**config.mk**
```make
export PLATFORM = sky130hd
export DESIGN_NAME = q_update_pipe
export DESIGN_NICKNAME = d
export VERILOG_FILES = /design/src/rtl/q_update_pipe.sv
export SDC_FILE = /design/constraint.sdc
export NUM_CORES = 1
export LEC_CHECK = 0
export ABC_AREA = 1
export CORE_ASPECT_RATIO = 1.1
export CORE_MARGIN = 1.5
export CORE_UTILIZATION = 41
export DETAILED_ROUTE_END_ITERATION = 8
export GPL_TIMING_DRIVEN = 0
export HOLD_SLACK_MARGIN = 0.03
export PLACE_DENSITY = 0.57
export SYNTH_ARGS = -nofsm -noshare
export SYNTH_HDL_FRONTEND = slang
export SYNTH_SLANG_ARGS = --single-unit
```
**constraint.sdc**
```tcl
create_clock -name clk -period 7.2 [get_ports clk]
set_input_delay 1.08 -clock clk [delete_from_list [all_inputs] [get_ports clk]]
set_output_delay 1.08 -clock clk [all_outputs]
set_load 0.05 [all_outputs]
```
**src/rtl/q_update_pipe.sv**
```systemverilog
// q_update_pipe: 4-stage sign-magnitude Q-learning update, Q_new = Q_old + alpha*(R + gamma*maxQ' - Q_old).
// Build with Q_UPDATE_SAT_EN to saturate every reduction and report ovf; otherwise magnitudes wrap and ovf stays 0.
module q_update_pipe #(
  parameter int N = 14,
  parameter int Q = 10
) (
  input  logic         clk,
  input  logic         rst,
  input  logic         in_valid,
  output logic         in_ready,
  input  logic [N-1:0] q_old,
  input  logic [N-1:0] reward,
  input  logic [N-1:0] max_q_next,
  input  logic [N-1:0] gamma,
  input  logic [N-1:0] alpha,
  output logic         out_valid,
  input  logic         out_ready,
  output logic [N-1:0] q_new,
  output logic         ovf
);
  localparam int M  = N - 1;
  localparam int EW = N + 1;
  localparam int RW = 2 * M;
`ifdef Q_UPDATE_SAT_EN
  localparam logic SAT_EN = 1'b1;
`else
  localparam logic SAT_EN = 1'b0;
`endif

  // Reduce a wide magnitude to N bits; returns {ovf_event, sign, magnitude} with zero forced to +0.
  function automatic logic [N:0] sm_reduce(input logic sgn, input logic [RW-1:0] mag_w);
    logic         evt;
    logic [M-1:0] mag;
    logic         sgn_o;
    evt = |mag_w[RW-1:M];
    if (SAT_EN && evt) mag = {M{1'b1}};
    else               mag = mag_w[M-1:0];
    if (mag == {M{1'b0}}) sgn_o = 1'b0;
    else                  sgn_o = sgn;
    return {SAT_EN & evt, sgn_o, mag};
  endfunction

  function automatic logic [N:0] sm_mul(input logic [N-1:0] a, input logic [N-1:0] b);
    logic [RW-1:0] prod;
    prod = {{M{1'b0}}, a[M-1:0]} * {{M{1'b0}}, b[M-1:0]};
    return sm_reduce(a[N-1] ^ b[N-1], prod >> Q);
  endfunction

  // Exact sign-magnitude add in the extended width; operands never exceed 2^(M+1) so no carry out.
  function automatic logic [EW:0] sm_add(input logic sa, input logic [EW-1:0] ma,
                                         input logic sb, input logic [EW-1:0] mb);
    logic [EW:0] r;
    if (sa == sb)      r = {sa, ma + mb};
    else if (ma >= mb) r = {sa, ma - mb};
    else               r = {sb, mb - ma};
    return r;
  endfunction

  function automatic logic [EW-1:0] mag_ext(input logic [M-1:0] m);
    return {{(EW-M){1'b0}}, m};
  endfunction

  logic          advance_s;
  logic [N:0]    g_res_s, t_res_s, p_res_s, q_res_s;
  logic [EW:0]   rg_sum_s, t_ext_s, q_ext_s;
  logic          v1_r, v2_r, v3_r, out_valid_r;
  logic [N-1:0]  g1_r, q_old1_r, reward1_r, alpha1_r;
  logic [N-1:0]  t2_r, q_old2_r, alpha2_r;
  logic [N-1:0]  p3_r, q_old3_r;
  logic [N-1:0]  q_new_r;
  logic          ovf1_r, ovf2_r, ovf3_r, ovf_r;

  assign advance_s = ~out_valid_r | out_ready;
  assign in_ready  = advance_s;
  assign out_valid = out_valid_r;
  assign q_new     = q_new_r;
  assign ovf       = ovf_r;

  // Per-stage arithmetic feeding the next pipeline register
  always_comb begin
    g_res_s  = sm_mul(gamma, max_q_next);
    rg_sum_s = sm_add(reward1_r[N-1], mag_ext(reward1_r[M-1:0]), g1_r[N-1], mag_ext(g1_r[M-1:0]));
    t_ext_s  = sm_add(rg_sum_s[EW], rg_sum_s[EW-1:0], ~q_old1_r[N-1], mag_ext(q_old1_r[M-1:0]));
    t_res_s  = sm_reduce(t_ext_s[EW], {{(RW-EW){1'b0}}, t_ext_s[EW-1:0]});
    p_res_s  = sm_mul(alpha2_r, t2_r);
    q_ext_s  = sm_add(q_old3_r[N-1], mag_ext(q_old3_r[M-1:0]), p3_r[N-1], mag_ext(p3_r[M-1:0]));
    q_res_s  = sm_reduce(q_ext_s[EW], {{(RW-EW){1'b0}}, q_ext_s[EW-1:0]});
  end

  // Pipeline registers: cleared on reset, all stages shift together on advance, hold on stall
  always_ff @(posedge clk or posedge rst) begin
    if (rst) begin
      v1_r        <= 1'b0;
      g1_r        <= {N{1'b0}};
      ovf1_r      <= 1'b0;
      q_old1_r    <= {N{1'b0}};
      reward1_r   <= {N{1'b0}};
      alpha1_r    <= {N{1'b0}};
      v2_r        <= 1'b0;
      t2_r        <= {N{1'b0}};
      ovf2_r      <= 1'b0;
      q_old2_r    <= {N{1'b0}};
      alpha2_r    <= {N{1'b0}};
      v3_r        <= 1'b0;
      p3_r        <= {N{1'b0}};
      ovf3_r      <= 1'b0;
      q_old3_r    <= {N{1'b0}};
      out_valid_r <= 1'b0;
      q_new_r     <= {N{1'b0}};
      ovf_r       <= 1'b0;
    end else if (advance_s) begin
      v1_r        <= in_valid;
      g1_r        <= g_res_s[N-1:0];
      ovf1_r      <= g_res_s[N];
      q_old1_r    <= q_old;
      reward1_r   <= reward;
      alpha1_r    <= alpha;
      v2_r        <= v1_r;
      t2_r        <= t_res_s[N-1:0];
      ovf2_r      <= ovf1_r | t_res_s[N];
      q_old2_r    <= q_old1_r;
      alpha2_r    <= alpha1_r;
      v3_r        <= v2_r;
      p3_r        <= p_res_s[N-1:0];
      ovf3_r      <= ovf2_r | p_res_s[N];
      q_old3_r    <= q_old2_r;
      out_valid_r <= v3_r;
      q_new_r     <= q_res_s[N-1:0];
      ovf_r       <= ovf3_r | q_res_s[N];
    end
  end

endmodule

```
==> qor.txt <==
Status: finished, final reports clean
Antenna viol nets, final: 0
Largest net degree at the start of global routing: 76
Compound-Gate Fraction of Synth Area: 0.0982
Layout overhead on the synthesized area: 10.6%
RSZ-0062 raised after global routing: false
Setup TNS: 0 ns
Worst rel slew slack: 0.364
Syn Area/Cell: 7.26 µm²
Die H: 246 µm
R2R Path Start: t2_r[6]$_DFFE_PP0P_
Num CTS Buffers: 17
Minimum clock period: 6.59 ns
Final Hold Viols: 0
CP Cell Sequence: clkdlybuf4s50_1 > clkbuf_1 > nand2_1 > fa_1 > fa_1 > inv_1 > fa_1 > fa_1 > inv_1 > fa_1 > inv_1 > ha_1 > a21oi_1 > o21ai_0 > a21oi_1 > nand2_1 > a21oi_1 > xor2_1 > nand3_1 > nor2_1 > nand3_1 > nand2_1 > nand2_1
Yosys cell types: 50
Crit path top cell by count: fa_1
IO buf count: 89
Max_cap viols: 0
Die Wd: 224 µm
First-pass GRT wire length: 106000 µm
HPWL Detailed: 54500 µm
Post-Synth XOR/XNOR Area: 0.0429
Tcrit/Tclk final: 0.916
Grt total ovfl: 0
Layout cells sized above 1: 0.0421
FF-to-FF setup slack: 1.18 ns
Yosys top cell by area: fa_1
Vias: 19000
Skew final: 0.0171 ns
Commonest cells after routing, fill and taps aside: 805 x nand2_1, 697 x inv_1, 245 x fa_1
Worst Hold Endpoint: q_old3_r[12]$_DFFE_PP0P_
Gr usage total: 0.247
Register bit total from synthesis: 144
CTS clk-pin slew, worst paths: 0.07 ns
Antenna violations before repair: 0
Worst setup EP type: register
Num ports: 91
Post-CTS Setup Bufs: 0
Sequential area share after synthesis: 0.163
Worst Reg2Reg Path Length in Cells: 23
Worst Setup Start Kind: input port
WS Path Type: input port to register
Post-Synth Simple-Gate Area: 0.203
Post-synth top flop: dfrtp_1
Area of the die: 55200 µm²
Synth Area in Adders: 0.347
Worst Path Arrival: 6.96 ns
Vias per cell: 4.96
Starting density of the core: 0.417
Sink Count: 144
Final setup viols: 0
Row cnt: 88
Synth warnings: 0
DRT iter0 DRCs: 1118
Worst slew pin tran: 0.950 ns
Post-synth EDFFs: 0
Clk Latency, worst-skew pair: 0.47 ns
Critical Path RT: 7.56 ns
CTS root buf: clkbuf_16
1st-pass router iterations: 7
Fmax: 152 MHz
Max incr delay on CP: 0.62 ns
Syn_nets: 3576
Gpl congestion: 0.925
Max Slew Vio Count: 0
Final Core Density: 0.462
Cells after synthesis: 3038
Area contributors post-synth: fa_1 22%, dfrtp_1 16%, nand2_1 14%
Core Area: 52900 µm²
Asr flop ratio synth: 1.00
Hold Path Depth: 2
Remaining DRCs: 0
Commonest non-fill, non-tap cell in the layout: nand2_1
# H-tree levels: 4
Post-Synthesis Cell Area: 22100 µm²
Deepest clock path buffer count: 2
Nets: 3685
Final wirelength: 64800 µm
CP max-delay cell: clkdlybuf4s50_1
Filler cell count: 5480
Post-synthesis mux area share: 0
R2r endpoint: p3_r[13]$_DFFE_PP0P_
Crit path max fanout: 10
Hold Crit Class: register to register
Cts repair resizes: 0
Largest family of logic cells by synthesized area: adder cells
Vias in the first global route: 19900
Hold_sp: q_old2_r[12]$_DFFE_PP0P_
Clock tree from TritonCTS: built
Cts-stage hold buffer count: 0
Share of the synthesized area in the top cell type: 0.222
Drt wl/cell: 16.9 µm
area by class of cell:
class | count | area [µm²] | share of cell area
clock inverter | 14 | 133 | 0.00544
sequential | 144 | 3600 | 0.148
antenna | 1 | 2.50 | 0.000103
timing repair buffer | 90 | 918 | 0.0376
multi-input combinational | 2066 | 15200 | 0.625
inverter | 707 | 2660 | 0.109
tap | 675 | 845 | 0.0346
buffer | 121 | 557 | 0.0228
clock buffer | 18 | 429 | 0.0176
per-stage QoR:
stage          cell area (µm²)  cells  hold slack (ns)  setup WS (ns)
3_5_place_dp             23800   3803            0.469          0.125
3_3_place_gp             23800   3802            0.467         0.0741
4_1_cts                  24400   3835            0.486          0.616
2_1_floorplan            22100   3038            0.440           1.53
5_1_grt                  24400   3835            0.515          0.221
6_report                 24400   3836            0.493          0.605
metal layers:
layer,up-vias,wire [µm],GRT usage
li1,9318,-,-
met1,9248,28500,0.312
met2,382,32500,0.440
met3,77,2130,0.0271
met4,0,1670,0.0766
met5,-,0,0
worst max-delay path by stage:
| stage | startpoint | end | slack (ns) | cells after the start |
|---|---|---|---|---|
| 2_1_floorplan | max_q_next[4] | g1_r[13]$_DFFE_PP0P_ | 1.53 | 22 |
| 3_3_place_gp | rst | q_new[11]$_DFFE_PP0P_ | 0.07 | 2 |
| 3_5_place_dp | gamma[6] | g1_r[13]$_DFFE_PP0P_ | 0.13 | 23 |
| 4_1_cts | gamma[6] | g1_r[13]$_DFFE_PP0P_ | 0.62 | 23 |
| 5_1_grt | max_q_next[4] | g1_r[13]$_DFFE_PP0P_ | 0.22 | 23 |
| 6_report | max_q_next[4] | g1_r[13]$_DFFE_PP0P_ | 0.61 | 23 |
critical path, delay by kind of cell:
kind	cells	cell delay [ns]
adders and majority gates	6	2.86
buffers and inverters	5	1.26
xor gates and xnor gates	1	0.25
AOI/OAI and AO/OA	4	0.72
and+or+nand+nor	7	0.78
registers in the layout, indices dropped and copies added, names as in the netlist, 14 cells and up:
name       cells
alpha2_r      14
g1_r          14
alpha1_r      14
q_old1_r      14
q_old2_r      14
t2_r          14
p3_r          14
q_old3_r      14
q_new         14
reward1_r     14
cells by family after synthesis:
| family | Yosys count |
|---|---|
| AO/OA/AOI/OAI | 392 |
| XOR/XNOR | 108 |
| adder cells (fa/ha/maj) | 464 |
| buffers and inverters | 828 |
| flip-flops | 144 |
| other | 1 |
| AND/OR/NAND/NOR | 1101 |
cell usage after synthesis (all sizes together), types with 7 or more instances:
| library cell | number |
|---|---|
| dfrtp | 144 |
| o21bai | 12 |
| nor3 | 15 |
| o211ai | 7 |
| fa | 245 |
| nand2 | 831 |
| buf | 35 |
| nand3 | 67 |
| a21oi | 127 |
| nand4 | 17 |
| nor2 | 160 |
| ha | 219 |
| or2 | 7 |
| xor2 | 87 |
| xnor2 | 21 |
| clkbuf | 86 |
| a31oi | 33 |
| o21ai | 183 |
| inv | 707 |
Power is not shown: default switching activity piles up to over one toggle a cycle in this logic, so the estimate is an artifact.
